[config.mk]
export PLATFORM = sky130hd
export DESIGN_NAME = mms_stream_flat
export DESIGN_NICKNAME = d
export VERILOG_FILES = /design/src/rtl/mms_stream_if.sv /design/src/rtl/mms_stream.sv /design/src/flat_wrapper.sv
export SDC_FILE = /design/constraint.sdc
export NUM_CORES = 1
export LEC_CHECK = 0
export BUFFER_PORTS_ARGS = -buffer_cell sky130_fd_sc_hd__buf_4
export CAP_MARGIN = 5
export CORE_ASPECT_RATIO = 0.9
export CORE_UTILIZATION = 25
export DETAILED_ROUTE_END_ITERATION = 10
export HOLD_SLACK_MARGIN = 0.15
export SKIP_LAST_GASP = 1
export SLEW_MARGIN = 20
export SYNTH_ARGS = -nofsm -noshare
export SYNTH_HDL_FRONTEND = slang
export SYNTH_SLANG_ARGS = --single-unit
[constraint.sdc]
create_clock -name clk -period 4.42 [get_ports clk]
set_clock_uncertainty 0.2 [all_clocks]
set_input_delay 0.884 -clock clk [delete_from_list [all_inputs] [get_ports clk]]
set_output_delay 0.884 -clock clk [all_outputs]
set_load 0.01 [all_outputs]
[src/rtl/mms_stream_if.sv]
// mms_stream_if: valid/ready bundle between a sample producer, mms_stream and a result consumer.
//   select/in_valid/in_data/in_ready : operand stream (one word per accepted handshake)
//   out_valid/out_data/out_ready     : per-group extremum result stream
//   out_idx                          : winning position in group (only with MMS_INDEX_EN)
//   busy                             : group partially accumulated or result held
// Modports: slave = mms_stream side, master = producer/consumer side.
// Optional feature macro: MMS_INDEX_EN.
interface mms_stream_if #(
  parameter int unsigned WIDTH = 8
`ifdef MMS_INDEX_EN
  , parameter int unsigned IDX_W = 2
`endif
) ();

  logic             select;
  logic             in_valid;
  logic             in_ready;
  logic [WIDTH-1:0] in_data;
  logic             out_valid;
  logic             out_ready;
  logic [WIDTH-1:0] out_data;
`ifdef MMS_INDEX_EN
  logic [IDX_W-1:0] out_idx;
`endif
  logic             busy;

  modport slave (
    input  select, in_valid, in_data, out_ready,
    output in_ready, out_valid, out_data,
`ifdef MMS_INDEX_EN
    output out_idx,
`endif
    output busy
  );

  modport master (
    output select, in_valid, in_data, out_ready,
    input  in_ready, out_valid, out_data,
`ifdef MMS_INDEX_EN
    input  out_idx,
`endif
    input  busy
  );

endinterface

[src/rtl/mms_stream.sv]
// mms_stream: streaming max/min selector. Consumes GROUP unsigned words per group over a
// valid/ready input and presents the group maximum (select=0) or minimum (select=1) over a
// valid/ready output. select is taken from the first word of each group only.
// Ports:
//   clk   : rising-edge clock
//   reset : synchronous, active-high reset
//   bus   : mms_stream_if.slave (operand stream, result stream, busy, optional out_idx)
// Optional feature macro: MMS_INDEX_EN adds out_idx (first position holding the extremum).
module mms_stream #(
  parameter int unsigned WIDTH = 8,
  parameter int unsigned GROUP = 4
) (
  input  logic         clk,
  input  logic         reset,
  mms_stream_if.slave  bus
);

  localparam int unsigned IDX_W = $clog2(GROUP);

  typedef enum logic {ACC, HOLD} state_e;

  state_e             state_q, state_d;
  logic [IDX_W-1:0]   cnt_q, cnt_d;
  logic [WIDTH-1:0]   best_q, best_d;
  logic               mode_q, mode_d;
  logic               out_valid_q, out_valid_d;
  logic [WIDTH-1:0]   out_data_q, out_data_d;
`ifdef MMS_INDEX_EN
  logic [IDX_W-1:0]   best_idx_q, best_idx_d;
  logic [IDX_W-1:0]   out_idx_q, out_idx_d;
`endif

  logic accept_c;
  logic better_c;
  logic last_c;

  // Next-state, accumulation and result capture.
  always_comb begin
    state_d     = state_q;
    cnt_d       = cnt_q;
    best_d      = best_q;
    mode_d      = mode_q;
    out_valid_d = out_valid_q;
    out_data_d  = out_data_q;
`ifdef MMS_INDEX_EN
    best_idx_d  = best_idx_q;
    out_idx_d   = out_idx_q;
`endif

    accept_c = (state_q == ACC) && bus.in_valid;
    // Strict compare: ties keep the earliest word.
    better_c = mode_q ? (bus.in_data < best_q) : (bus.in_data > best_q);
    last_c   = (cnt_q == IDX_W'(GROUP - 1));

    case (state_q)
      ACC: begin
        if (accept_c) begin
          if (cnt_q == '0) begin
            best_d = bus.in_data;
            mode_d = bus.select;
            cnt_d  = IDX_W'(1);
`ifdef MMS_INDEX_EN
            best_idx_d = '0;
`endif
          end else begin
            if (better_c) begin
              best_d = bus.in_data;
`ifdef MMS_INDEX_EN
              best_idx_d = cnt_q;
`endif
            end
            if (last_c) begin
              // Final word goes straight into the result register.
              out_data_d  = better_c ? bus.in_data : best_q;
`ifdef MMS_INDEX_EN
              out_idx_d   = better_c ? cnt_q : best_idx_q;
`endif
              out_valid_d = 1'b1;
              cnt_d       = '0;
              state_d     = HOLD;
            end else begin
              cnt_d = cnt_q + IDX_W'(1);
            end
          end
        end
      end
      HOLD: begin
        if (bus.out_ready) begin
          out_valid_d = 1'b0;
          state_d     = ACC;
        end
      end
      default: state_d = ACC;
    endcase
  end

  // State registers with synchronous reset.
  always_ff @(posedge clk) begin
    if (reset) begin
      state_q     <= ACC;
      cnt_q       <= '0;
      best_q      <= '0;
      mode_q      <= 1'b0;
      out_valid_q <= 1'b0;
      out_data_q  <= '0;
`ifdef MMS_INDEX_EN
      best_idx_q  <= '0;
      out_idx_q   <= '0;
`endif
    end else begin
      state_q     <= state_d;
      cnt_q       <= cnt_d;
      best_q      <= best_d;
      mode_q      <= mode_d;
      out_valid_q <= out_valid_d;
      out_data_q  <= out_data_d;
`ifdef MMS_INDEX_EN
      best_idx_q  <= best_idx_d;
      out_idx_q   <= out_idx_d;
`endif
    end
  end

  // in_ready/busy are forced low while reset is held so the producer never sees a stale accept.
  assign bus.in_ready  = (state_q == ACC) && !reset;
  assign bus.busy      = !reset && ((cnt_q != '0) || (state_q == HOLD));
  assign bus.out_valid = out_valid_q;
  assign bus.out_data  = out_data_q;
`ifdef MMS_INDEX_EN
  assign bus.out_idx   = out_idx_q;
`endif

endmodule

[src/flat_wrapper.sv]
// flat-port wrapper written by rule: the top's interface ports become plain ports
module mms_stream_flat 
#(
  parameter int unsigned WIDTH = 8,
  parameter int unsigned GROUP = 4
)
  (clk, reset, bus_select, bus_in_valid, bus_in_data, bus_out_ready, bus_in_ready, bus_out_valid, bus_out_data, bus_busy);
  mms_stream_if #(.WIDTH(WIDTH)) bus_i ();
  input  logic clk;
  input  logic reset;
  input wire logic [$bits(bus_i.select)-1:0] bus_select;
  input wire logic [$bits(bus_i.in_valid)-1:0] bus_in_valid;
  input wire logic [$bits(bus_i.in_data)-1:0] bus_in_data;
  input wire logic [$bits(bus_i.out_ready)-1:0] bus_out_ready;
  output wire logic [$bits(bus_i.in_ready)-1:0] bus_in_ready;
  output wire logic [$bits(bus_i.out_valid)-1:0] bus_out_valid;
  output wire logic [$bits(bus_i.out_data)-1:0] bus_out_data;
  output wire logic [$bits(bus_i.busy)-1:0] bus_busy;
  assign bus_i.select = bus_select;
  assign bus_i.in_valid = bus_in_valid;
  assign bus_i.in_data = bus_in_data;
  assign bus_i.out_ready = bus_out_ready;
  assign bus_in_ready = bus_i.in_ready;
  assign bus_out_valid = bus_i.out_valid;
  assign bus_out_data = bus_i.out_data;
  assign bus_busy = bus_i.busy;
  mms_stream #(.WIDTH(WIDTH), .GROUP(GROUP)) u_core (.clk(clk), .reset(reset), .bus(bus_i));
endmodule
==> impl_metrics.csv, run 1 <==
group,metric,value,unit
placement,worst_setup_slack_before_clock_tree_synthesis,1.31,ns
sta,slew_headroom,62.4,%
cells_and_area,layout-area-overhead-vs-synth,20.5,%
floorplanning,die_h,68.7,um
flow_run,drv_cap,0,
yosys,synth_cell_types,28,
outcome,run_status,"finished, final reports clean",
grt,grt_max_degree,32,
clock_tree,htree_levels,1,
floorplanning,die_width,76.1,um
power,netSwitchingPower,124,uW
cells_and_area,multi_input_area,719,um2
sta,final_max_slew_viol_count,0,
detailed_routing,drc,0,
floorplanning,ioPinCount,24,
clock_tree,cts_buffer_depth,2,
worst_setup_path,worst-r2r-setup-slack,1.90,ns
floorplanning,initial_core_util,26.8,%
cells_and_area,fillerInstances,514,
worst_setup_path,critical_path_launch_point_type,"input port",
yosys,synthDominantCellAreaShare,34.0,%
worst_setup_path,highest_fanout_seen_on_the_critical_path,9,
yosys,netlist_area_pre_place,1230,um2
yosys,postSynthAreaPerCell,8.52,um2
detailed_routing,routed-via-count,1020,
clock_tree,cts_inserted_buffers,3,
detailed_routing,total_wirelength,2660,um
placement,place_hpwl,2060,um
placement,count_of_placed_standard_cells_including_taps,222,
min_path,min-delay-path-class,"reg2reg",
clock_tree,tritoncts,"done",
yosys,synth.net_count,170,
sta,fmax,0.351,GHz
worst_setup_path,cp.arrival,2.84,ns
grt,globalRouteMet2Util,16.3,%
detailed_routing,drt-pass1-iter-count,4,
grt,via_count_of_the_first_global_routing_pass,910,
power,worst_ir_drop_vdd,0.141,mV
detailed_routing,drtAntennaViolNets,0,
floorplanning,core-area,4600,um2
cells_and_area,mostFrequentLayoutCell,"buf_4",
power,power.density_cell_area,290,nW/um2
detailed_routing,drt-wirelength-per-cell,11.8,um
sta,fin_setup_tns,0,ns
yosys,yosysTopAreaCell,"dfxtp_1",
clock_tree,cts.reportedPaths.clkPinSlew,0.07,ns
power,share_comb_of_total_power,22.8,%
yosys,synth.yosys.warnings,0,
floorplanning,dieArea,5230,um2
placement,port_buffers,23,
cells_and_area,finalNonFillerCells,226,
cells_and_area,final_nets,190,
grt,gr-usage-all-layers,10.9,%
clock_tree,clock_insertion_delay_worst_skew,0.26,ns
power,sequentialPowerShare,48.4,%
power,swShare,28.8,%
power,power,431,uW
yosys,synth_area_leaders,"dfxtp_1, ha_1, nand2b_1",
floorplanning,core.rowCount,23,
clock_tree,postCtsSetupRepairBufs,0,
cells_and_area,n_antenna_cell,0,
clock_tree,clockRootBuffer,"clkbuf_8",
power,clockPowerShare,28.9,%
clock_tree,postCtsResizedCells,0,
power,p_int,307,uW
grt,met1_usage,15.8,%
grt,antenna_found_initial,0,
power,leakage,0.594,nW
worst_setup_path,crit_path_end_kind,"flip-flop",
cells_and_area,register_area,420,um2
cells_and_area,final_cell_mix,"buf_4, dfxtp_1, nor2_1, nand2b_1, inv_1",
yosys,postSynthRegisterBits,21,
sta,layout_setup_ws,1.57,ns
detailed_routing,dr.first_iter.drc_count,51,
worst_setup_path,required,4.41,ns
sta,tightest_slew,0.563,ns
yosys,synth_sequential_area_ratio,34.0,%
grt,globalRoute.busiestLayer,"met2",
sta,post-route-period-util,64.5,%
clock_tree,cts-hold-fix-buffers,0,
sta,final_hold_viol_count,0,
clock_tree,cts.sinks,21,
grt,grt_use_met3,3.68,%
sta,finalSetupViolCount,0,
cells_and_area,post_route_cells_drive_above_1_share,20.1,%
yosys,post_synth_inst_count,145,
sta,grt_setup_unrepaired,"false",
grt,leftover_overflow_at_the_end_of_global_routing,0,
placement,finalWeightedCongestion,0.804,
sta,min_period,2.85,ns
worst_setup_path,timing.setup.critical_path_class,"in2reg",
grt,grt_first_pass_wirelength,4490,um
detailed_routing,vias_per_cell,4.51,
==> worst max-delay path: stages <==
cell and delay, ns:
buf_4 0.12, ha_1 0.30, nor2b_4 0.13, o211ai_2 0.14, a21oi_2 0.09, nor3_2 0.40, o31a_1 0.54, mux2i_1 0.24
==> per-stage QoR <==
step / hold WS, ns / area (um2) / util [%]
global placement: 0.285 / 1440 / 31.3
finish: 0.296 / 1490 / 32.3
global route: 0.321 / 1490 / 32.3
detailed placement: 0.286 / 1440 / 31.3
CTS: 0.298 / 1490 / 32.3
floorplan: 0.262 / 1230 / -
==> power by group through the flow <==
stage / logic, mW / clock network (mW) / registers (mW)
floorplan: 0.0719 / 0 / 0.210
global placement: 0.0975 / 0 / 0.213
detailed placement: 0.0983 / 0 / 0.213
CTS: 0.0989 / 0.130 / 0.208
global route: 0.112 / 0.137 / 0.210
finish: 0.0983 / 0.125 / 0.209
==> synthesized netlist by cell type <==
cell type  instances
dfxtp_1           21
nor3_2             1
inv_1             14
nand4_1            2
nor2b_1            1
clkbuf_1           3
o31a_1             1
a21oi_1            7
o21a_2             1
o21ai_0            8
buf_2              4
or3_2              1
mux2i_1            8
a311oi_1           8
nand3_1            8
o21ai_2            1
and2_1             1
nand2_1            1
nand2b_1          16
ha_1              12
o21ai_1            1
nor2b_4            1
a21oi_2            1
a211oi_1           2
a31oi_1            2
nor2_1            17
o211ai_2           1
buf_6              1
==> layer usage <==
metal	up-vias	part of all wire [%]	wire (um)
met1	452	56	1490
met3	2	5.3	141
met5	-	0	0
met4	0	0.23	6
met2	24	38	1020
li1	542	-	-
==> kinds of logic after synthesis <==
family	Yosys count	synth area share [%]
fa+ha+maj	12	12.2
compound gates	33	18.2
flops	21	34.0
simple gates	49	21.4
mux	8	6.48
buf+inv	22	7.70
==> area by class of cell <==
type                            instances  area share, %
Inverter                               14           3.53
Clock buffer                            4           3.03
Tap cell                               62           5.21
Sequential cell                        21           28.3
Multi-Input combinational cell        102           48.4
Timing Repair Buffer                   23           11.6
==> registers in the layout, summed over array words and instances, names as in the netlist <==
name,count
u_core.best_q,8
u_core.mode_q,1
u_core.state_q,1
u_core.cnt_q,2
u_core.bus.out_valid,1
u_core.bus.out_data,8
==> final timing paths <==
check / cells past startpoint / to / from
worst max-delay path: 8 / u_core.best_q[0]$_SDFFE_PP0P_ / bus_in_data[1]
worst max register to register: 7 / u_core.best_q[0]$_SDFFE_PP0P_ / u_core.best_q[3]$_SDFFE_PP0P_
worst min-delay path: 2 / u_core.best_q[1]$_SDFFE_PP0P_ / u_core.best_q[1]$_SDFFE_PP0P_
worst min register to register: 2 / u_core.best_q[1]$_SDFFE_PP0P_ / u_core.best_q[1]$_SDFFE_PP0P_
Power figures use the tool's default switching activity.
==> run 2: changes to the inputs <==
- clock period: 4.42 -> 2.4 ns (I/O delays scaled with it)
==> impl_metrics.csv, run 2 (synthesized netlist as in run 1, its figures left out) <==
group,metric,value,unit
outcome,run_status,"finished, final reports clean",
grt,grt_first_pass_wirelength,4480,um
grt,met1_usage,15.3,%
detailed_routing,vias_per_cell,4.43,
power,worst_ir_drop_vdd,0.163,mV
detailed_routing,dr.first_iter.drc_count,98,
worst_setup_path,timing.setup.critical_path_class,"reg2reg",
floorplanning,ioPinCount,24,
cells_and_area,final_nets,196,
power,sequentialPowerShare,46.7,%
cells_and_area,n_antenna_cell,0,
worst_setup_path,critical_path_launch_point_type,"flip-flop",
grt,globalRouteMet2Util,16.1,%
floorplanning,dieArea,5230,um2
clock_tree,clock_insertion_delay_worst_skew,0.27,ns
power,clockPowerShare,29.2,%
placement,finalWeightedCongestion,0.840,
min_path,min-delay-path-class,"in2reg",
worst_setup_path,worst_path_max_delay_cell,"or3_2",
power,power,820,uW
clock_tree,cts_buffer_depth,2,
sta,min_period,2.19,ns
floorplanning,core.rowCount,23,
clock_tree,cts.sinks,21,
worst_setup_path,required,2.33,ns
grt,grt_use_met3,4.08,%
grt,via_count_of_the_first_global_routing_pass,922,
detailed_routing,routed-via-count,1028,
sta,fin_setup_tns,0,ns
grt,gr-usage-all-layers,11.1,%
placement,place_hpwl,2040,um
sta,fmax,0.457,GHz
clock_tree,clockRootBuffer,"clkbuf_8",
power,power.density_cell_area,534,nW/um2
detailed_routing,drtAntennaViolNets,0,
grt,grt_max_degree,32,
grt,globalRoute.busiestLayer,"met2",
floorplanning,core-area,4600,um2
sta,post-route-period-util,91.3,%
power,share_comb_of_total_power,24.1,%
grt,leftover_overflow_at_the_end_of_global_routing,0,
clock_tree,cts-hold-fix-buffers,0,
power,netSwitchingPower,245,uW
clock_tree,cts.reportedPaths.clkPinSlew,0.08,ns
cells_and_area,final_cell_mix,"buf_4, dfxtp_1, nor2_1, nand2b_1, inv_1",
worst_setup_path,cp.arrival,2.12,ns
sta,final_hold_viol_count,0,
detailed_routing,total_wirelength,2680,um
sta,tightest_slew,0.533,ns
detailed_routing,drt-wirelength-per-cell,11.5,um
detailed_routing,drc,0,
cells_and_area,post_route_cells_drive_above_1_share,24.1,%
clock_tree,htree_levels,1,
power,swShare,29.9,%
power,leakage,0.627,nW
sta,final_max_slew_viol_count,0,
floorplanning,die_h,68.7,um
worst_setup_path,max_stage_delay,0.56,ns
sta,slew_headroom,64.5,%
placement,port_buffers,23,
clock_tree,tritoncts,"done",
floorplanning,initial_core_util,26.8,%
worst_setup_path,crit_path_end_kind,"flip-flop",
sta,finalSetupViolCount,0,
cells_and_area,mostFrequentLayoutCell,"buf_4",
flow_run,drv_cap,0,
worst_setup_path,cp_cell_sequence,"inv_1 > ha_1 > nor2b_4 > o211ai_2 > a21oi_2 > or3_2 > nand3_1 > a311oi_1",
sta,grt_setup_unrepaired,"false",
worst_setup_path,highest_fanout_seen_on_the_critical_path,8,
cells_and_area,layout-area-overhead-vs-synth,24.3,%
floorplanning,die_width,76.1,um
clock_tree,cts_inserted_buffers,3,
grt,antenna_found_initial,0,
power,p_int,575,uW
detailed_routing,drt-pass1-iter-count,4,
[run 2: cell types whose count changed in the layout (fill, tap and decap cells not counted), sizes merged]
cell    previous run  this run
clkinv             0         1
clkbuf             4         3
buf               23        29
[run 2: through the flow]
step                      utilization [%]  instance area [um2]  hold slack (ns)  setup WS (ns)  std cells
after detailed placement             32.3                 1490            0.288         -0.125        228
after global routing                 33.3                 1540            0.215          0.106        232
final                                33.3                 1540            0.195          0.210        232
after CTS                            33.3                 1530            0.190         0.0689        232
after global placement               32.3                 1490            0.280        -0.0369        228
after floorplan                         -                 1230            0.262          0.206        145
[run 2: layout make-up]
| type | count | area (um2) |
|---|---|---|
| clock inverter | 1 | 5.00 |
| inverter | 14 | 52.6 |
| sequential | 21 | 420 |
| fill | 502 | 3070 |
| tap | 62 | 77.6 |
| multi-input combinational | 102 | 721 |
| clock buffer | 3 | 41.3 |
| timing repair buffer | 29 | 218 |
[run 2: critical path: cells and delay by family, from the launching register on]
kind                       cells  cell delay, ns
DFF                            1            0.37
AOI/OAI and AO/OA              3            0.33
buffers and inverters          1            0.05
and+or+nand+nor                3            0.82
adders and majority gates      1            0.28
[run 2: repair_timing]
action,in CTS,in global routing
setup buffers,0,0
gates resized for setup,0,1
setup endpoints to repair,0,8
[run 2: worst paths after layout]
check / from / end / slack [ns] / depth (start not counted)
worst max-delay path: u_core.best_q[1]$_SDFFE_PP0P_ / u_core.bus.out_data[7]$_SDFFE_PP0P_ / 0.21 / 8
worst min-delay path: bus_out_ready / u_core.bus.out_valid$_SDFFE_PP0P_ / 0.19 / 2
worst max register to register: u_core.best_q[1]$_SDFFE_PP0P_ / u_core.bus.out_data[7]$_SDFFE_PP0P_ / 0.21 / 8
worst min register to register: u_core.best_q[4]$_SDFFE_PP0P_ / u_core.best_q[4]$_SDFFE_PP0P_ / 0.30 / 2
[run 2: power by group through the flow]
stage / sequential, mW / clock [mW] / combinational, mW
after floorplan: 0.387 / 0 / 0.132
after global placement: 0.391 / 0 / 0.196
after detailed placement: 0.391 / 0 / 0.197
after CTS: 0.383 / 0.246 / 0.198
after global routing: 0.386 / 0.257 / 0.220
final: 0.383 / 0.240 / 0.197
[run 2: metal layers]
metal	wire length, um	share of wire, %
met2	1070	40
met1	1450	54
met3	142	5.3
met4	26	0.97
met5	0	0
==> run 3: changes to the inputs <==
- CORE_MARGIN: default -> 2
==> impl_metrics.csv, run 3 (synthesized netlist as in run 1, its figures left out) <==
group,metric,value,unit
clock_tree,tritoncts,"done",
worst_setup_path,required,2.32,ns
sta,final_hold_viol_count,0,
worst_setup_path,worst-r2r-setup-slack,0.18,ns
worst_setup_path,highest_fanout_seen_on_the_critical_path,8,
floorplanning,die_h,70.7,um
placement,port_buffers,23,
power,worst_ir_drop_vdd,0.242,mV
detailed_routing,dr.first_iter.drc_count,106,
floorplanning,initial_core_util,25.7,%
worst_setup_path,launch_point_of_the_worst_path,"u_core.best_q[1]$_SDFFE_PP0P_",
worst_setup_path,critical_path.n_buffers_inverters,1,
worst_setup_path,r2r_start,"u_core.best_q[1]$_SDFFE_PP0P_",
detailed_routing,routed-via-count,1019,
cells_and_area,layout-area-overhead-vs-synth,23.4,%
grt,grt_first_pass_wirelength,4310,um
power,power,815,uW
worst_setup_path,crit_path_end_kind,"flip-flop",
detailed_routing,drtAntennaViolNets,0,
clock_tree,cts.sinks,21,
placement,place_hpwl,2080,um
grt,via_count_of_the_first_global_routing_pass,911,
cells_and_area,mostFrequentLayoutCell,"buf_4",
sta,finalSetupViolCount,0,
power,power.density_cell_area,535,nW/um2
worst_setup_path,cell_family_contributing_the_most_delay_on_the_critical_path,"simple AND/OR/NAND/NOR gates",
clock_tree,cts_inserted_buffers,3,
floorplanning,ioPinCount,24,
sta,post-route-period-util,92.5,%
cells_and_area,fillerInstances,507,
floorplanning,core-area,4800,um2
worst_setup_path,cp_cell_sequence,"inv_1 > ha_1 > nor2b_4 > o211ai_2 > a21oi_2 > or3_2 > nand3_1 > a311oi_1",
sta,fmax,0.450,GHz
power,leakage,0.617,nW
clock_tree,cts.reportedPaths.clkPinSlew,0.08,ns
worst_setup_path,timing.setup.critical_path_class,"reg2reg",
floorplanning,die_width,78.1,um
sta,slew_headroom,64.1,%
min_path,min-delay-start,"bus_out_ready",
worst_setup_path,critical_path_launch_point_type,"flip-flop",
flow_run,drv_cap,0,
clock_tree,htree_levels,1,
worst_setup_path,worst_path_max_delay_cell,"or3_2",
clock_tree,cts_buffer_depth,2,
sta,final_max_slew_viol_count,0,
detailed_routing,total_wirelength,2660,um
floorplanning,dieArea,5520,um2
worst_setup_path,cp.arrival,2.14,ns
detailed_routing,vias_per_cell,4.37,
grt,gr-usage-all-layers,9.88,%
cells_and_area,final_nets,194,
cells_and_area,post_route_cells_drive_above_1_share,23.2,%
grt,leftover_overflow_at_the_end_of_global_routing,0,
detailed_routing,drc,0,
clock_tree,postCtsSetupRepairBufs,0,
sta,min_period,2.22,ns
sta,tightest_slew,0.538,ns
detailed_routing,drt-pass1-iter-count,4,
outcome,run_status,"finished, final reports clean",
sta,grt_setup_unrepaired,"false",
clock_tree,clockRootBuffer,"clkbuf_8",
detailed_routing,drt-wirelength-per-cell,11.4,um
cells_and_area,final_cell_mix,"buf_4, dfxtp_1, nor2_1, nand2b_1, inv_1",
worst_setup_path,max_stage_delay,0.55,ns
grt,grt_max_degree,32,
cells_and_area,n_antenna_cell,0,
grt,antenna_found_initial,0,
sta,fin_setup_tns,0,ns
placement,finalWeightedCongestion,0.813,
clock_tree,clock_insertion_delay_worst_skew,0.27,ns
min_path,min-delay-path-class,"in2reg",
floorplanning,core.rowCount,24,
run 3: final cells by class:
class / count / area [um2] / share of cell area, %
clock buffer: 3 / 41.3 / 2.71
multi-input combinational: 102 / 721 / 47.3
timing repair buffer: 27 / 203 / 13.3
sequential: 21 / 420 / 27.6
tap: 65 / 81.3 / 5.34
clock inverter: 1 / 5.00 / 0.328
inverter: 14 / 52.6 / 3.45
run 3: per-layer routing:
| metal | GRT usage [%] | routed length (um) | vias to the layer above |
|---|---|---|---|
| met3 | 1.15 | 125 | 4 |
| li1 | - | - | 550 |
| met4 | 5.26 | 63 | 0 |
| met1 | 14.5 | 1420 | 443 |
| met2 | 14.1 | 1050 | 22 |
| met5 | 0 | 0 | - |
run 3: timing repair:
action	4_1_cts	5_1_grt
resized for setup	0	1
hold buffers	0	0
endpoints found under the setup margin	0	8
run 3: report_power, final:
part           switching (mW)  internal [mW]  total, mW
Sequential             0.0163          0.367      0.383
Clock                   0.123          0.116      0.239
Combinational           0.103         0.0906      0.193
run 3: worst register-to-register path: cells and delay by family (launching register included):
| family | cells | cell delay (ns) |
|---|---|---|
| simple gates | 3 | 0.80 |
| flops | 1 | 0.38 |
| compound gates | 3 | 0.35 |
| fa+ha+maj | 1 | 0.29 |
| buf+inv | 1 | 0.06 |
run 3: final timing paths:
check,cells after the start,endpoint
min reg2reg,2,u_core.best_q[5]$_SDFFE_PP0P_
min,2,u_core.bus.out_valid$_SDFFE_PP0P_
max reg2reg,8,u_core.bus.out_data[6]$_SDFFE_PP0P_
max,8,u_core.bus.out_data[6]$_SDFFE_PP0P_
run 3: stage by stage:
| stage | std cells | utilization [%] | instance area (um2) | setup slack (ns) | hold WS, ns |
|---|---|---|---|---|---|
| after floorplan | 145 | - | 1230 | 0.206 | 0.262 |
| after global placement | 229 | 30.7 | 1480 | -0.0511 | 0.287 |
| after detailed placement | 229 | 30.7 | 1480 | -0.0992 | 0.286 |
| after CTS | 233 | 31.7 | 1520 | 0.0873 | 0.202 |
| after global routing | 233 | 31.7 | 1520 | 0.0301 | 0.213 |
| final | 233 | 31.7 | 1520 | 0.180 | 0.200 |
